`src/rtl/ram_arbiter_pkg.sv`:
```
// Shared encodings for the ram_arbiter slice: FSM states, grant values and default widths.
package ram_arbiter_pkg;

  localparam int AW_DEF = 8;
  localparam int DW_DEF = 16;

  typedef enum logic [1:0] {
    ST_IDLE  = 2'd0,
    ST_ISSUE = 2'd1,
    ST_WAIT  = 2'd2,
    ST_DONE  = 2'd3
  } state_t;

  typedef enum logic {
    GNT_A = 1'b0,
    GNT_B = 1'b1
  } grant_t;

endpackage

```
`src/rtl/ram_arb_pick.sv`:
```
// Winner selection between ports A and B. RAM_ARB_RR_EN selects round-robin on ties
// (the port not granted most recently wins); otherwise A always beats B.
module ram_arb_pick
  import ram_arbiter_pkg::*;
(
  input  logic   a_req,
  input  logic   b_req,
`ifdef RAM_ARB_RR_EN
  input  grant_t last_grant,
`endif
  output grant_t grant
);

  always_comb begin
    grant = GNT_A;
`ifdef RAM_ARB_RR_EN
    if (a_req && b_req) begin
      if (last_grant == GNT_A) grant = GNT_B;
      else                     grant = GNT_A;
    end else if (b_req) begin
      grant = GNT_B;
    end
`else
    if (!a_req && b_req) grant = GNT_B;
`endif
  end

endmodule

```
`src/rtl/ram_arbiter.sv`:
```
// Two-port arbiter/sequencer in front of a single-port synchronous RAM with RD_LATENCY-cycle
// registered read data. Optional macro RAM_ARB_RR_EN enables round-robin tie breaking.
//
// state    | meaning
// ST_IDLE  | sample requests, latch the winner's command
// ST_ISSUE | drive the latched command to the RAM for one cycle
// ST_WAIT  | count down the RAM read latency, capture ram_dout on the last cycle
// ST_DONE  | pulse the winner's done
module ram_arbiter
  import ram_arbiter_pkg::*;
#(
  parameter int AW         = AW_DEF,
  parameter int DW         = DW_DEF,
  parameter int RD_LATENCY = 1
) (
  input  logic          clk,
  input  logic          rst,
  input  logic          a_req,
  input  logic          a_we,
  input  logic [AW-1:0] a_addr,
  input  logic [DW-1:0] a_wdata,
  output logic          a_done,
  output logic [DW-1:0] a_rdata,
  input  logic          b_req,
  input  logic          b_we,
  input  logic [AW-1:0] b_addr,
  input  logic [DW-1:0] b_wdata,
  output logic          b_done,
  output logic [DW-1:0] b_rdata,
  output logic [AW-1:0] ram_addr,
  output logic [DW-1:0] ram_din,
  output logic          ram_we,
  input  logic [DW-1:0] ram_dout
);

  localparam logic [1:0] CNT_INIT = 2'(RD_LATENCY - 1);

  state_t        state, nxt_state;
  grant_t        grant, pick;
  logic          lat_we;
  logic [AW-1:0] lat_addr;
  logic [DW-1:0] lat_wdata;
  logic [1:0]    cnt;
  logic [DW-1:0] a_rdata_q, b_rdata_q;
  logic          any_req;

  assign any_req = a_req | b_req;

`ifdef RAM_ARB_RR_EN
  grant_t last_grant;

  always_ff @(posedge clk) begin
    if (rst)                              last_grant <= GNT_A;
    else if (state == ST_IDLE && any_req) last_grant <= pick;
  end

  ram_arb_pick u_pick (
    .a_req      (a_req),
    .b_req      (b_req),
    .last_grant (last_grant),
    .grant      (pick)
  );
`else
  ram_arb_pick u_pick (
    .a_req (a_req),
    .b_req (b_req),
    .grant (pick)
  );
`endif

  always_ff @(posedge clk) begin
    if (rst) state <= ST_IDLE;
    else     state <= nxt_state;
  end

  always_comb begin
    nxt_state = state;
    case (state)
      ST_IDLE:  if (any_req) nxt_state = ST_ISSUE;
      ST_ISSUE: nxt_state = lat_we ? ST_DONE : ST_WAIT;
      ST_WAIT:  if (cnt == 2'd0) nxt_state = ST_DONE;
      ST_DONE:  nxt_state = ST_IDLE;
      default:  nxt_state = ST_IDLE;
    endcase
  end

  // Command registers; lat_addr keeps driving the RAM after ISSUE so ram_dout stays stable.
  always_ff @(posedge clk) begin
    if (rst) begin
      grant     <= GNT_A;
      lat_we    <= 1'b0;
      lat_addr  <= '0;
      lat_wdata <= '0;
      cnt       <= 2'd0;
      a_rdata_q <= '0;
      b_rdata_q <= '0;
    end else begin
      case (state)
        ST_IDLE: if (any_req) begin
          grant     <= pick;
          lat_we    <= (pick == GNT_B) ? b_we    : a_we;
          lat_addr  <= (pick == GNT_B) ? b_addr  : a_addr;
          lat_wdata <= (pick == GNT_B) ? b_wdata : a_wdata;
        end
        ST_ISSUE: cnt <= CNT_INIT;
        ST_WAIT: begin
          if (cnt == 2'd0) begin
            if (grant == GNT_B) b_rdata_q <= ram_dout;
            else                a_rdata_q <= ram_dout;
          end else begin
            cnt <= cnt - 2'd1;
          end
        end
        default: ;
      endcase
    end
  end

  always_comb begin
    a_done = (state == ST_DONE) && (grant == GNT_A);
    b_done = (state == ST_DONE) && (grant == GNT_B);
    ram_we = (state == ST_ISSUE) && lat_we;
  end

  assign ram_addr = lat_addr;
  assign ram_din  = lat_wdata;
  assign a_rdata  = a_rdata_q;
  assign b_rdata  = b_rdata_q;

endmodule

```
`config.mk`:
```
export PLATFORM = sky130hd
export DESIGN_NAME = ram_arbiter
export DESIGN_NICKNAME = d
export VERILOG_FILES = /design/src/rtl/ram_arbiter_pkg.sv /design/src/rtl/ram_arb_pick.sv /design/src/rtl/ram_arbiter.sv
export SDC_FILE = /design/constraint.sdc
export NUM_CORES = 1
export LEC_CHECK = 0
export CORE_MARGIN = 2
export CORE_UTILIZATION = 43
export CTS_CLUSTER_DIAMETER = 60
export DETAILED_ROUTE_END_ITERATION = 6
export PLACE_DENSITY = 0.95
export SYNTH_ARGS = -nofsm -noshare
export SYNTH_HDL_FRONTEND = slang
export SYNTH_SLANG_ARGS = --single-unit
export TNS_END_PERCENT = 50
```
`constraint.sdc`:
```
create_clock -name clk -period 5.29 [get_ports clk]
set_clock_uncertainty 0.15 [all_clocks]
set_input_delay 1.587 -clock clk [delete_from_list [all_inputs] [get_ports clk]]
set_output_delay 1.587 -clock clk [all_outputs]
set_load 0.005 [all_outputs]
```
Word-level counts from Yosys, hierarchy flattened --
Index checks and enable logic that the tools add are counted.
Cells by class: $add $sub $neg 1, eq/ne operators 6, mux-type cells 10, bitwise logic cells 2, reductions and logical operators 13
Operators with widths (count):
- 16-bit two-way mux | 1
- 8-bit two-way mux | 1
- 2-bit one-hot mux with 4 select lines | 1
- 2-bit two-way mux | 3
- 2-bit inequality test (second input constant) | 3
- 2-bit AND reduction | 3
- 3-bit AND reduction | 2
- 2-bit equality test (second input constant) | 2
- 1-bit logical AND | 4
- 2-bit logical NOT | 2
- 2-bit one-hot mux with 2 select lines | 1
- 1-bit two-way mux | 3
- 2-bit by 1-bit equality test with 1-bit output (second input constant) | 1
- 2-bit nonzero test | 1
- 2-bit by 1-bit subtractor with 2-bit output (second input constant) | 1
- 1-bit logical NOT | 1
- 1-bit inverter | 1
- 1-bit bitwise OR | 1
Word-level totals: flip-flop bits (word level) 62, bits of input ports 70, output and inout bits 59, logic and storage cells 40

Logic depth before layout (Yosys ltp) --
word-level depth 4, depth in mapped cells 7, depth with buffers taken out 5

Hierarchy --
From an unflattened synthesis, not the netlist that was laid out.
Unflattened totals: cells, all modules 295, area, all modules 2571.2 µm²
Modules (own cells, without submodules):
- ram_arbiter | instances 1, cells each 294, area each 2557.5 µm², sequential area each 1241.2 µm²
- ram_arb_pick | instances 1, cells each 1, area each 13.8 µm², sequential area each 0.0 µm²

Worst setup path before layout --
Ideal clock, no wire load.
kind input-to-reg, start input port a_req, end register lat_wdata[15] (netlist: ram_din[15]), library setup time 86 ps, arrival time 2306 ps, required time 5054 ps, setup slack 2749 ps, stages on the path 5, path buffers 2, cell sequence nand2b_1 > buf_6 > buf_8 > mux2i_1 > a211oi_1
On the way: cells in the longest elaborated chain, start to end 4, elaborated cells between the ends (all ways) 6, classes of those cells mux (2); bitwise (1); reduce/logical (3)
Ends and longest elaborated chain:
- start, declared | line ram_arbiter.sv:18 | input logic a_req,
- 1-bit logical NOT | line ram_arb_pick.sv:24 | if (!a_req && b_req) grant = GNT_B;
- 1-bit logical AND | line ram_arb_pick.sv:24
- 1-bit two-way mux | line ram_arb_pick.sv:24
- 16-bit two-way mux | line ram_arbiter.sv:103 | lat_wdata <= (pick == GNT_B) ? b_wdata : a_wdata;
- end signal, assigned | line ram_arbiter.sv:103
- end, declared | line ram_arbiter.sv:42 | logic [DW-1:0] lat_wdata;
Several ways; a longest one is shown, not always the timed one. A chain may end at the register's enable or synchronous reset.

Worst setup path after layout --
start register state[1], end output port ram_we
On the way: cells in the longest elaborated chain, start to end 2
Ends and longest elaborated chain:
- start, declared | line ram_arbiter.sv:38 | state_t state, nxt_state;
- start signal, assigned | line ram_arbiter.sv:73 | else state <= nxt_state;
- 2-bit by 1-bit equality test with 1-bit output | line ram_arbiter.sv:122 | ram_we = (state == ST_ISSUE) && lat_we;
- 1-bit logical AND | line ram_arbiter.sv:122
- end, declared | line ram_arbiter.sv:32 | output logic ram_we,
No other way between the ends.

==> impl_summary.md <==
Die
The die width is 81.40 µm. The overall die area is 6626 µm². The core outline area is 5851 µm². The initial utilization of the core area, before any placement, comes to 0.4403. The count of pins on the block boundary is 129. The die height is 81.40 µm.

The initialized floorplan defines 28 standard-cell rows.

Global route
Summed over all layers, the global routing overflow is 0. For this run, the total global-route usage over all layers was measured as 0.2045. The largest net degree at the start of global routing is 64.

The initial antenna violation count was 0. The global-route wire length before repair is 10430 µm. The via count of the first global-routing pass was 2368.

CTS
The clock reaches the later pin of the worst-skew pair after 0.32 ns. Clock-pin slew was measured on the worst setup and hold paths at 0.07 ns. TritonCTS built the clock tree. The number of sinks handled by clock tree synthesis is 62. In this run the deepest clock path goes through 2 buffers. In this run, CTS created clock tree buffers numbering 9.

Hold repair after CTS inserted 0 buffers. Post-CTS timing repair inserted 0 buffers for setup. In this run, post-CTS repair resized a total of 0 instances. The level count of the clock H-tree is 3.

The cell sitting at the root of the clock tree is a sky130_fd_sc_hd__clkbuf_8.

Logic synthesis
The fraction of synthesis flops using an asynchronous set or reset pin is 0. The yosys synthesis warning count is 0. The post-synthesis share of cell area spent on xor and xnor gates is 0. Of the total synthesized cell area, the portion taken by AND, OR, NAND and NOR gates is 0.1826. In the post-synthesis netlist, the biggest area contributors are sky130_fd_sc_hd__dfxtp_1 (48%), sky130_fd_sc_hd__mux2i_1 (9.7%), sky130_fd_sc_hd__nand2_1 (9.3%).

The main combinational cell family by area after synthesis is simple AND/OR/NAND/NOR gates. After synthesis the cells add up to 2576 µm². The share of synthesized area in the top cell type comes to 0.4818. The area fraction in compound gates after synthesis is 0.1549. The synthesized-area fraction occupied by adder cells is 0.02914. The number of library cell types mapped by synthesis is 29.

The portion of synthesized area spent on multiplexers is 0.09713. The cell taking the most area after synthesis is sky130_fd_sc_hd__dfxtp_1. The gate count after technology mapping is 294. The synthesized flop and latch total is 62.

The number of nets produced by synthesis is 370. The sequential fraction of the synthesis area is 0.4818. The number of enable flip-flop cells after synthesis is 0.

The most used flip-flop cell after synthesis is sky130_fd_sc_hd__dfxtp_1. Dividing the synthesized area by the synthesized cell count gives 8.763 µm².

Pwr
Power spread over the standard cell area amounts to 424.7 nW/µm². The fraction of power consumed by sequential logic is 0.373. The internal portion of the total power is 1190 µW. The share of total power in the clock network is 0.264. Of the total power, the share spent switching nets is 0.3102.

The combinational power share is 0.362. Summed over all cells, the static leakage comes to 0.001569 µW. The net switching power is 535.3 µW. The peak supply drop is 0.3674 mV.

The completed layout was analyzed and its total power is 1726 µW.

Routing
The via count normalized by instance count is 4.996. The DRC marker count from the first detailed-route iteration is 58. In the routed design, unresolved DRC markers number 0. The count of TritonRoute iterations in the first routing pass is 4.

The overall via count from detail_route is 2468. The detail route stage leaves a number of antenna-violating nets equal to 0. The wire length per cell is 13.85 µm. For this block, the routed nets add up to 6842 µm of wire.

Timing
Setup violations remaining at the end of the flow were counted as 0. The headroom to the max-slew limit is 0.2609. The final critical path time including I/O delays and setup is 3.394 ns. The max-slew violation count was 0. The fmax is 294.6 MHz.

In the post-route analysis, the smallest setup slack over all paths is 1.896 ns. For the pin with the worst max-slew slack, the measured transition is 1.109 ns. The sum of negative setup slack is 0 ns. Setup repair after global routing left no endpoint under its margin. The post-route fraction of the period consumed by the critical path is 0.6416. The total count of hold-check failures in the final report is 0.

Outcome
The run finished with clean final reports.

Cells and area
Across the whole layout, storage elements account for 1241 µm². The multi-input combinational cells in the finished layout cover a total of 1195 µm². From synthesis to final layout, the design area changed by 57.70%. The repair_antennas step left the layout with diodes totalling 0. The total of fill cells in the finished design is 430. The post-route cell area is 4063 µm². Of the cells placed in the final design, the portion with a size suffix greater than 1 is 0.04773. The number of nets in the layout is 490.

Critical path
The largest stage delay on the critical path is 0.45 ns. The critical path goes through inv_1 -> ha_1 -> and2_1 -> clkdlybuf4s50_1. The slowest cell on the critical path is sky130_fd_sc_hd__clkdlybuf4s50_1.

The setup path with the least slack is of type flop to output port. The worst setup path is captured at an output port. The required time at the worst-slack endpoint is 3.55 ns. At the worst endpoint, the arrival time is 1.66 ns.

The category of the worst setup path launch point is a flop. The biggest fanout along the worst timing path is 5.

Place
The last weighted congestion value of the routability-driven placer is 0.7171. The total placed instance area is 3840 µm². The sum of net half-perimeters after detailed placement is 5028 µm. OpenSTA, run right after detailed placement, puts the worst setup slack at 1.875 ns. Buffers placed on the I/O ports in this run total 128.

Worst hold path
In this run the worst hold path is classified as flop to flop.

Job
The tool flagged a number of max-cap violations equal to 0.
==> cell usage in the layout (no fill, tap or decap), types with 2 or more instances in the layout <==
master / instances
sky130_fd_sc_hd__nor2b_1: 2
sky130_fd_sc_hd__clkinvlp_4: 2
sky130_fd_sc_hd__nor2_1: 28
sky130_fd_sc_hd__buf_4: 2
sky130_fd_sc_hd__nor3_1: 2
sky130_fd_sc_hd__nand2b_1: 3
sky130_fd_sc_hd__and3b_1: 2
sky130_fd_sc_hd__bufinv_16: 2
sky130_fd_sc_hd__nand2_1: 64
sky130_fd_sc_hd__inv_1: 5
sky130_fd_sc_hd__and2_1: 3
sky130_fd_sc_hd__a21oi_1: 34
sky130_fd_sc_hd__a211oi_1: 26
sky130_fd_sc_hd__ha_1: 6
sky130_fd_sc_hd__o21ai_0: 2
sky130_fd_sc_hd__mux2i_1: 25
sky130_fd_sc_hd__clkdlybuf4s50_1: 127
sky130_fd_sc_hd__clkinv_2: 2
sky130_fd_sc_hd__clkbuf_8: 10
sky130_fd_sc_hd__dfxtp_1: 62
==> final cells by class <==
cell class / instances / area share
tap: 75 / 0.02310
timing repair buffer: 130 / 0.3178
clock inverter: 6 / 0.02094
clock buffer: 10 / 0.03388
multi-input combinational: 206 / 0.2941
sequential: 62 / 0.3055
inverter: 5 / 0.004620
==> worst max-delay path: cells and delay by family, from the launching register on <==
kind | cells | cell delay [ns]
flops | 1 | 0.41
fa+ha+maj | 1 | 0.21
buf+inv | 2 | 0.56
simple gates | 1 | 0.17
==> metrics by stage <==
stage	hold WS, ns	util	instances
2_1_floorplan	0.3027	-	294
3_3_place_gp	0.2904	0.6563	478
3_5_place_dp	0.2955	0.6563	478
4_1_cts	0.3051	0.6944	494
5_1_grt	0.3290	0.6944	494
6_report	0.3028	0.6944	494
==> metal layers <==
metal | up-vias | wire [µm] | global-route usage
met5 | - | 0 | 0
met3 | 8 | 795 | 0.09556
met1 | 1101 | 2735 | 0.2203
li1 | 1243 | - | -
met2 | 116 | 3233 | 0.3508
met4 | 0 | 76 | 0.07119
==> registers in the layout, indices dropped and copies added (netlist names) <==
register and count:
grant 1, ram_addr 8, b_rdata 16, lat_we 1
ram_din 16, a_rdata 16, cnt 2, state 2
==> kinds of logic (layout without fill, tap and decap cells) <==
kind of cell | Yosys count | after routing
and+or+nand+nor | 110 | 110
AOI/OAI and AO/OA | 65 | 65
DFF | 62 | 62
buffers and inverters | 26 | 151
muxes | 25 | 25
adders and majority gates | 6 | 6
==> path summary, 6_finish.rpt <==
kind | startpoint | end | slack (ns) | depth (start not counted)
max | state[1] | ram_we | 1.90 | 4
min | a_rdata[12] | a_rdata[12] | 0.30 | 2
max reg2reg | state[0] | a_rdata[4] | 3.39 | 5
min reg2reg | a_rdata[12] | a_rdata[12] | 0.30 | 2
==> power groups by stage <==
stage / Clock (µW) / Combinational [µW] / Sequential (µW)
floorplan: 0 / 307 / 654
global placement: 0 / 601 / 648
detailed placement: 0 / 627 / 653
CTS: 465 / 630 / 644
global route: 486 / 684 / 656
finish: 456 / 625 / 644
==> cells in the mapped netlist (2+ instances only) <==
| library cell | number |
|---|---|
| sky130_fd_sc_hd__o21ai_0 | 2 |
| sky130_fd_sc_hd__nor2_1 | 28 |
| sky130_fd_sc_hd__dfxtp_1 | 62 |
| sky130_fd_sc_hd__nand2_1 | 64 |
| sky130_fd_sc_hd__ha_1 | 6 |
| sky130_fd_sc_hd__buf_8 | 2 |
| sky130_fd_sc_hd__and3b_1 | 2 |
| sky130_fd_sc_hd__nor2b_1 | 2 |
| sky130_fd_sc_hd__a211oi_1 | 26 |
| sky130_fd_sc_hd__mux2i_1 | 25 |
| sky130_fd_sc_hd__nor3_1 | 2 |
| sky130_fd_sc_hd__clkbuf_2 | 2 |
| sky130_fd_sc_hd__clkbuf_1 | 12 |
| sky130_fd_sc_hd__inv_1 | 5 |
| sky130_fd_sc_hd__and2_1 | 3 |
| sky130_fd_sc_hd__a21oi_1 | 34 |
| sky130_fd_sc_hd__nand2b_1 | 3 |
| sky130_fd_sc_hd__buf_4 | 2 |
| sky130_fd_sc_hd__buf_2 | 2 |
Power figures use the tool's default switching activity.
